## src/rtl/uart_tx_if.sv

```systemverilog
// Byte handshake and serial-line bundle between a producer and the uart_tx block.
// The block drives the o_* signals and the producer drives the i_* signals.
interface uart_tx_if;
  logic [7:0] i_data;
  logic       i_valid;
  logic       o_ready;
  logic       o_txd;
  logic       o_busy;
  logic       o_done;

  modport master (output i_data, output i_valid,
                  input  o_ready, input o_txd, input o_busy, input o_done);
  modport slave  (input  i_data, input i_valid,
                  output o_ready, output o_txd, output o_busy, output o_done);
endinterface

```

## src/rtl/uart_tx.sv

```systemverilog
// 8N1 UART transmitter: one byte in the shifter plus a one-entry holding buffer.
// Start bit drives the line 1 edge after accept; o_ready low only while the buffer is full.
module uart_tx #(
  parameter int CLKS_PER_BIT = 1
) (
  input  logic      i_clk_tx,
  input  logic      i_reset,
  uart_tx_if.slave  bus
);

  localparam int              DW       = $clog2(CLKS_PER_BIT + 1);
  localparam logic [DW-1:0]   DIV_LAST = DW'(CLKS_PER_BIT - 1);

  typedef enum logic [1:0] {IDLE, START, DATA, STOP} state_t;

  state_t          state_q, state_d;
  logic [DW-1:0]   div_q, div_d;
  logic [2:0]      bit_q, bit_d;
  logic [7:0]      sh_q, sh_d;
  logic [7:0]      buf_q, buf_d;
  logic            full_q, full_d;
  logic            txd_q, txd_d;
  logic            busy_q;
  logic            done_q, done_d;
  logic            accept;
  logic            div_end;

  assign accept  = bus.i_valid && !full_q;
  assign div_end = (div_q == DIV_LAST);

  assign bus.o_ready = !full_q;
  assign bus.o_txd   = txd_q;
  assign bus.o_busy  = busy_q;
  assign bus.o_done  = done_q;

  always_comb begin
    state_d = state_q;
    div_d   = div_q;
    bit_d   = bit_q;
    sh_d    = sh_q;
    buf_d   = buf_q;
    full_d  = full_q;
    done_d  = 1'b0;

    if (accept && state_q != IDLE) begin
      buf_d  = bus.i_data;
      full_d = 1'b1;
    end

    case (state_q)
      IDLE: begin
        if (accept) begin
          sh_d    = bus.i_data;
          div_d   = '0;
          state_d = START;
        end
      end
      START: begin
        if (div_end) begin
          div_d   = '0;
          bit_d   = 3'd0;
          state_d = DATA;
        end else begin
          div_d = div_q + DW'(1);
        end
      end
      DATA: begin
        if (div_end) begin
          div_d = '0;
          sh_d  = {1'b0, sh_q[7:1]};
          if (bit_q == 3'd7) begin
            bit_d   = 3'd0;
            state_d = STOP;
          end else begin
            bit_d = bit_q + 3'd1;
          end
        end else begin
          div_d = div_q + DW'(1);
        end
      end
      STOP: begin
        if (div_end) begin
          div_d  = '0;
          done_d = 1'b1;
          if (full_q) begin
            sh_d    = buf_q;
            full_d  = 1'b0;
            state_d = START;
          end else if (accept) begin
            // Byte arriving on the last stop cycle bypasses the buffer.
            sh_d    = bus.i_data;
            full_d  = 1'b0;
            state_d = START;
          end else begin
            state_d = IDLE;
          end
        end else begin
          div_d = div_q + DW'(1);
        end
      end
      default: state_d = IDLE;
    endcase

    case (state_d)
      START:   txd_d = 1'b0;
      DATA:    txd_d = sh_d[0];
      default: txd_d = 1'b1;
    endcase
  end

  always_ff @(posedge i_clk_tx or negedge i_reset) begin
    if (!i_reset) begin
      state_q <= IDLE;
      div_q   <= '0;
      bit_q   <= 3'd0;
      sh_q    <= 8'd0;
      buf_q   <= 8'd0;
      full_q  <= 1'b0;
      txd_q   <= 1'b1;
      busy_q  <= 1'b0;
      done_q  <= 1'b0;
    end else begin
      state_q <= state_d;
      div_q   <= div_d;
      bit_q   <= bit_d;
      sh_q    <= sh_d;
      buf_q   <= buf_d;
      full_q  <= full_d;
      txd_q   <= txd_d;
      busy_q  <= (state_d != IDLE);
      done_q  <= done_d;
    end
  end

endmodule
```

## src/flat_wrapper.sv

```systemverilog
// flat-port wrapper written by rule: the top's interface ports become plain ports
module uart_tx_flat 
#(
  parameter int CLKS_PER_BIT = 1
)
  (i_clk_tx, i_reset, bus_i_data, bus_i_valid, bus_o_ready, bus_o_txd, bus_o_busy, bus_o_done);
  uart_tx_if bus_i ();
  input  logic i_clk_tx;
  input  logic i_reset;
  input wire logic [$bits(bus_i.i_data)-1:0] bus_i_data;
  input wire logic [$bits(bus_i.i_valid)-1:0] bus_i_valid;
  output wire logic [$bits(bus_i.o_ready)-1:0] bus_o_ready;
  output wire logic [$bits(bus_i.o_txd)-1:0] bus_o_txd;
  output wire logic [$bits(bus_i.o_busy)-1:0] bus_o_busy;
  output wire logic [$bits(bus_i.o_done)-1:0] bus_o_done;
  assign bus_i.i_data = bus_i_data;
  assign bus_i.i_valid = bus_i_valid;
  assign bus_o_ready = bus_i.o_ready;
  assign bus_o_txd = bus_i.o_txd;
  assign bus_o_busy = bus_i.o_busy;
  assign bus_o_done = bus_i.o_done;
  uart_tx #(.CLKS_PER_BIT(CLKS_PER_BIT)) u_core (.i_clk_tx(i_clk_tx), .i_reset(i_reset), .bus(bus_i));
endmodule
```

## config.mk

```make
export PLATFORM = sky130hd
export DESIGN_NAME = uart_tx_flat
export DESIGN_NICKNAME = d
export VERILOG_FILES = /design/src/rtl/uart_tx_if.sv /design/src/rtl/uart_tx.sv /design/src/flat_wrapper.sv
export SDC_FILE = /design/constraint.sdc
export NUM_CORES = 1
export LEC_CHECK = 0
export CAP_MARGIN = 10
export CORE_MARGIN = 2
export CORE_UTILIZATION = 30
export CTS_CLUSTER_SIZE = 16
export DETAILED_ROUTE_END_ITERATION = 16
export GPL_TIMING_DRIVEN = 0
export PLACE_DENSITY = 0.51
export SYNTH_ARGS = -nofsm -noshare
export SYNTH_HDL_FRONTEND = slang
export SYNTH_SLANG_ARGS = --single-unit
```

## constraint.sdc

```tcl
create_clock -name i_clk_tx -period 1.8 [get_ports i_clk_tx]
set_input_delay 0.27 -clock i_clk_tx [delete_from_list [all_inputs] [get_ports i_clk_tx]]
set_output_delay 0.27 -clock i_clk_tx [all_outputs]
set_load 0.05 [all_outputs]
```

==> results of run 1 <==
-- path summary, 6_finish.rpt --
| path | from | to | slack, ps | cells after the start |
|---|---|---|---|---|
| max in group asynchronous | i_reset | u_core.sh_q[7] | 980 | 2 |
| worst min-delay path | i_reset | u_core.bus.o_done | 330 | 1 |
| min in group i_clk_tx | u_core.buf_q[7] | u_core.buf_q[7] | 490 | 1 |
| worst min register to register | u_core.buf_q[7] | u_core.buf_q[7] | 490 | 1 |
| worst max-delay path | u_core.bus.o_done | bus_o_done | 120 | 1 |
| worst max register to register | u_core.state_q[0] | u_core.bus.o_txd | 140 | 7 |
-- synthesized netlist by cell type --
cell	n
buf_2	1
mux2_1	2
or3_4	1
o22ai_1	1
o21ai_1	7
a22oi_1	7
and3b_1	1
nor2_1	4
nand2b_4	1
a21boi_2	1
a21oi_1	1
buf_4	1
a31o_1	1
buf_1	1
nand2_1	2
ha_1	7
o21ai_0	6
inv_1	8
a221o_1	1
and2_1	1
nand4b_1	2
nor2_4	1
mux2_2	6
mux2i_1	7
nor2b_1	2
clkbuf_1	2
or2_1	1
dfstp_2	1
a22o_1	7
dfrtp_1	24
nand3_1	3
-- state kept, by name (all words and copies together) (netlist names) --
name               count
u_core.bit_q           3
u_core.buf_q           8
u_core.bus.o_busy      1
u_core.bus.o_done      1
u_core.bus.o_txd       1
u_core.full_q          1
u_core.sh_q            8
u_core.state_q         2
-- kinds of logic (layout without fill, tap and decap cells) --
group           Yosys count  in the layout
fa+ha+maj                 7              7
mux                      15             15
simple gates             19             19
buf+inv                  13             32
flops                    25             25
compound gates           32             32
-- what timing repair did --
item,CTS,global route
resized for setup,3,2
setup endpoints to repair,7,3
pin swaps,0,0
-- report_power, final --
group	leakage, uW	internal [uW]	switching (uW)
combinational	0.000322	560	734
sequential	0.000312	815	150
clock	0.0000217	157	183
total	0.000655	1530	1070
-- area by class of cell --
class                   count  area (um2)  area share, %
repair buffers             15         153           9.87
multi-input cells          73         602           38.9
well taps                  50        62.6           4.05
clock buffers               3        41.3           2.67
inverters                   8        30.0           1.94
clock inverters             1        7.51          0.485
plain buffers               5        23.8           1.54
flip-flops and latches     25         627           40.5
-- stage by stage --
step | utilization [%] | hold WS (ps) | power (uW) | setup WS (ps)
2_1_floorplan | - | -25.6 | 1930 | 319
3_3_place_gp | 36.4 | 474 | 2240 | 16.0
3_5_place_dp | 36.4 | 480 | 2270 | 4.30
4_1_cts | 37.6 | 502 | 2610 | 65.1
5_1_grt | 38.1 | 360 | 2810 | 20.9
6_report | 38.1 | 333 | 2600 | 117
-- layer usage --
layer	track usage (%)	up-vias	share of wire (%)
li1	-	441	-
met1	15.7	429	49
met2	17.9	14	46
met3	1.61	5	2.7
met4	5.88	0	2.1
met5	0	-	0
==> impl_metrics.toml, run 1 <==
[outcome]
status = "finished clean"

[clock_tree]
cts_setup_buffers = 0
cts.clk_slew.worst_paths_ps = 90
insertion_delay_ps = 270
clockBufferDepth = 2
clock-root-buffer = "clkbuf_8"
cts.sinks = 25
cts_hold_buf = 0
htreeDepth = 1
cts_tree = "done"
numCtsBuffers = 3

[route]
detail-route-antenna-nets = 0
drc_errors = 0
via_per_inst = 4.94
avgRoutedWirePerCell_um = 14.3
dr.pass1.iters = 4
wirelength_um = 2570
drt_iter0_markers = 26
vias = 889

[power_and_ir_drop]
ir_drop_v = 0.000622
p_per_area_nw_per_um2 = 1680
leakage_uw = 0.000655

[placed_design]
placed_area_um2 = 1480
dp_hpwl_um = 1800
dp_cells = 175
place.gp.congestion = 0.725
portBuffers = 14

[setup_path]
worstSetupPathType = "flip-flop to output port"
crit_path_end_kind = "output port"
worst-path-buf-inv = 1
critPathArrivalTime_ps = 1410
path_max_fanout = 1
cp.required_ps = 1530
cp_top_family = "buffers and inverters"
cpMaxStageDelayCell = "clkdlybuf4s50_1"
slowest_delay_ps = 790
start_kind = "flip-flop"
crit_chain = "clkdlybuf4s50_1"

[synth]
yosysTopAreaCell = "dfrtp_1"
ys_seq_area_share_pct = 49.2
syn_area_per_cell_um2 = 11.5
synth_top_family_by_area = "compound AO/OA/AOI/OAI gates"
synthMuxAreaShare_pct = 12.6
synth-compound-area-share_pct = 17.3
netlist-cell-type-count = 31
synth-adder-area-share_pct = 6.88
synth-seq-cells = 25
yosys-top-cells-area = "dfrtp_1 47%, ha_1 6.9%, mux2i_1 5.5%"
netlist_instances = 111
syn-cell-area_um2 = 1270
syn_nets = 129
synth-xor-area-share_pct = 0
synth_top_area_share_pct = 47.2
synth-simple-area-share_pct = 9.82
synth_warnings = 0

[die]
core_area_um2 = 4060
die-height_um = 69.2
dieArea_um2 = 4780
die_x_um = 69.2
initial_core_util_pct = 31.4
rows = 23
ios = 15

[cells_and_area]
areaGrowthSynthToFinish_pct = 21.4
antenna_cells = 0
final_layout_size_suffix_gt1_share_pct = 16.2
finish.instance_area_um2 = 1550
layout_common_cells = "24 x dfrtp_1, 12 x clkdlybuf4s50_1, 8 x inv_1"
instances_no_fill = 180
num-fill-cells = 398
final_common_cell = "dfrtp_1"
nets = 149

[sta]
finClkSkew_ps = 5.26
slew_headroom_pct = 64.4
slew_viol_final = 0
clock.fmax_ghz = 0.594
post-route-period-util_pct = 93.5
finalSetupTns_ps = 0
setup_viol = 0
rsz0062_at_grt = "false"
worst_pin_slew_ps = 531
finalWorstPathRequiredPeriod_ps = 1680
hold_viol = 0

[job]
drv_cap = 0

[global_route]
grt.total_usage_pct = 11.6
grt_max_degree = 26
grt_first_pass_wirelength_um = 4410
grt_pass1_vias = 925
gr-total-overflow = 0
antenna_found_initial = 0

[hold_path]
worstHoldPathType = "input pin to asynchronous set/reset pin"
Note: power is estimated with default switching activity, not from simulation.
==> inputs of run 2 (changes only) <==
--- a/config.mk
+++ b/config.mk
@@ -8,6 +8,7 @@
 export CAP_MARGIN = 10
 export CORE_MARGIN = 2
 export CORE_UTILIZATION = 30
+export CTS_CLUSTER_DIAMETER = 100
 export CTS_CLUSTER_SIZE = 16
 export DETAILED_ROUTE_END_ITERATION = 16
 export GPL_TIMING_DRIVEN = 0
==> results of run 2 <==
No change in the layout: final DEF, timing and power equal those of run 1.
==> inputs of run 3 (changes only) <==
--- a/config.mk
+++ b/config.mk
@@ -13,6 +13,7 @@
 export DETAILED_ROUTE_END_ITERATION = 16
 export GPL_TIMING_DRIVEN = 0
 export PLACE_DENSITY = 0.51
+export SETUP_SLACK_MARGIN = 0.15
 export SYNTH_ARGS = -nofsm -noshare
 export SYNTH_HDL_FRONTEND = slang
 export SYNTH_SLANG_ARGS = --single-unit
==> run 3 against run 2 <==
  * Global-route usage down 0.061 points
  * Sequential share of layout area down 0.88 points
  * Utilization up 0.92 points
  * Wire length about the same
  * Largest cell class unchanged
  * Fmax up 4.8%
  * Clock power up 1%
  * Power up 2.3%
  * Clock skew up 2.1 ps
==> impl_metrics.toml, run 3 (synthesis gave the netlist of run 1 again) <==
[outcome]
status = "finished clean"

[setup_path]
r2r_cells = 7
cp_top_family = "buffers and inverters"
cpMaxStageDelayCell = "dlygate4sd2_1"
path_max_fanout = 8
cp.required_ps = 1530
worst-path-buf-inv = 2
critPathArrivalTime_ps = 1340
crit_chain = "inv_1 -> dlygate4sd2_1"
worstSetupPathType = "flip-flop to output port"
start_kind = "flip-flop"
r2r_setup_slack_ps = 220
crit_path_end_kind = "output port"
cp.depth = 2
slowest_delay_ps = 520

[clock_tree]
cts_tree = "done"
cts.clk_slew.worst_paths_ps = 90
numCtsBuffers = 3
clock-root-buffer = "clkbuf_8"
cts.sinks = 25
htreeDepth = 1
cts_hold_buf = 0
insertion_delay_ps = 280
clockBufferDepth = 2

[power_and_ir_drop]
leakage_uw = 0.000676
p_per_area_nw_per_um2 = 1680
ir_drop_v = 0.000682

[global_route]
grt.total_usage_pct = 11.5
busiest_layer = "met2"
gr-total-overflow = 0
grt_max_degree = 26
grt_first_pass_wirelength_um = 4380
globalRouteMet1Util_pct = 15.6
grt_pass1_vias = 921
antenna_found_initial = 0
use_met3_pct = 1.61
grtUsageMet2_pct = 17.9

[route]
detail-route-antenna-nets = 0
vias = 886
dr.pass1.iters = 4
drc_errors = 0
drt_iter0_markers = 23
wirelength_um = 2570
via_per_inst = 4.87
avgRoutedWirePerCell_um = 14.1

[placed_design]
place.gp.congestion = 0.725
dp_hpwl_um = 1800
portBuffers = 14
placed_area_um2 = 1480

[die]
die-height_um = 69.2
core_area_um2 = 4060
dieArea_um2 = 4780
ios = 15
initial_core_util_pct = 31.4
die_x_um = 69.2
rows = 23

[sta]
finalHoldWorstSlack_ps = 327
post-route-period-util_pct = 89.2
rsz0062_at_grt = "true"
finalWorstPathRequiredPeriod_ps = 1610
finalSetupTns_ps = 0
finClkSkew_ps = 7.39
worst_pin_slew_ps = 517
slew_headroom_pct = 65.4
setup_viol = 0
slew_viol_final = 0
hold_viol = 0
clock.fmax_ghz = 0.623

[cells_and_area]
largestRegisters = "u_core.buf_q x8, u_core.sh_q x8, u_core.bit_q x3"
final_layout_size_suffix_gt1_share_pct = 20.5
antenna_cells = 0
finish.instance_area_um2 = 1580
final_common_cell = "dfrtp_1"
nets = 151
layout_common_cells = "23 x dfrtp_1, 10 x clkdlybuf4s50_1, 8 x inv_1"
num-fill-cells = 392
areaGrowthSynthToFinish_pct = 24.4

[hold_path]
worstHoldPathType = "input pin to asynchronous set/reset pin"

[job]
drv_cap = 0
-- run 3: routing by layer --
metal,up-vias,share of wire (%)
met2,12,46
met4,0,2.1
met1,423,49
li1,446,-
met5,-,0
met3,5,2.7
-- run 3: worst paths after layout --
check,to,startpoint
min,u_core.bus.o_done,i_reset
min in group i_clk_tx,u_core.buf_q[7],u_core.buf_q[7]
max reg2reg,u_core.bus.o_txd,u_core.state_q[0]
max in group asynchronous,u_core.sh_q[7],i_reset
max,bus_o_ready,u_core.full_q
min reg2reg,u_core.buf_q[7],u_core.buf_q[7]
-- run 3: final cells by class --
cell class | instances | area [um2] | area share (%)
Tap cell | 50 | 62.6 | 3.95
Buffer | 5 | 27.5 | 1.74
Clock buffer | 3 | 41.3 | 2.61
Timing Repair Buffer | 17 | 178 | 11.2
Inverter | 8 | 30.0 | 1.90
Multi-Input combinational cell | 73 | 609 | 38.5
Clock inverter | 1 | 7.51 | 0.474
Sequential cell | 25 | 628 | 39.7
-- run 3: power breakdown --
part | switching [uW] | internal (uW) | total, uW
Sequential | 150 | 816 | 966
Clock | 187 | 157 | 345
Combinational | 748 | 600 | 1350
-- run 3: repair_timing --
action,4_1_cts,5_1_grt
setup endpoints to repair,12,17
gates resized for setup,8,4
setup buffers,0,2
pin swaps,0,1
-- run 3: per-stage QoR --
stage                     cells  total power, uW  utilization, %  setup WS (ps)
final                       182             2660            39.0            194
after global routing        182             2870            39.0            115
after detailed placement    175             2270            36.4           4.30
after global placement      175             2240            36.4           16.0
after floorplan             111             1930               -            319
after CTS                   179             2610            37.7            140
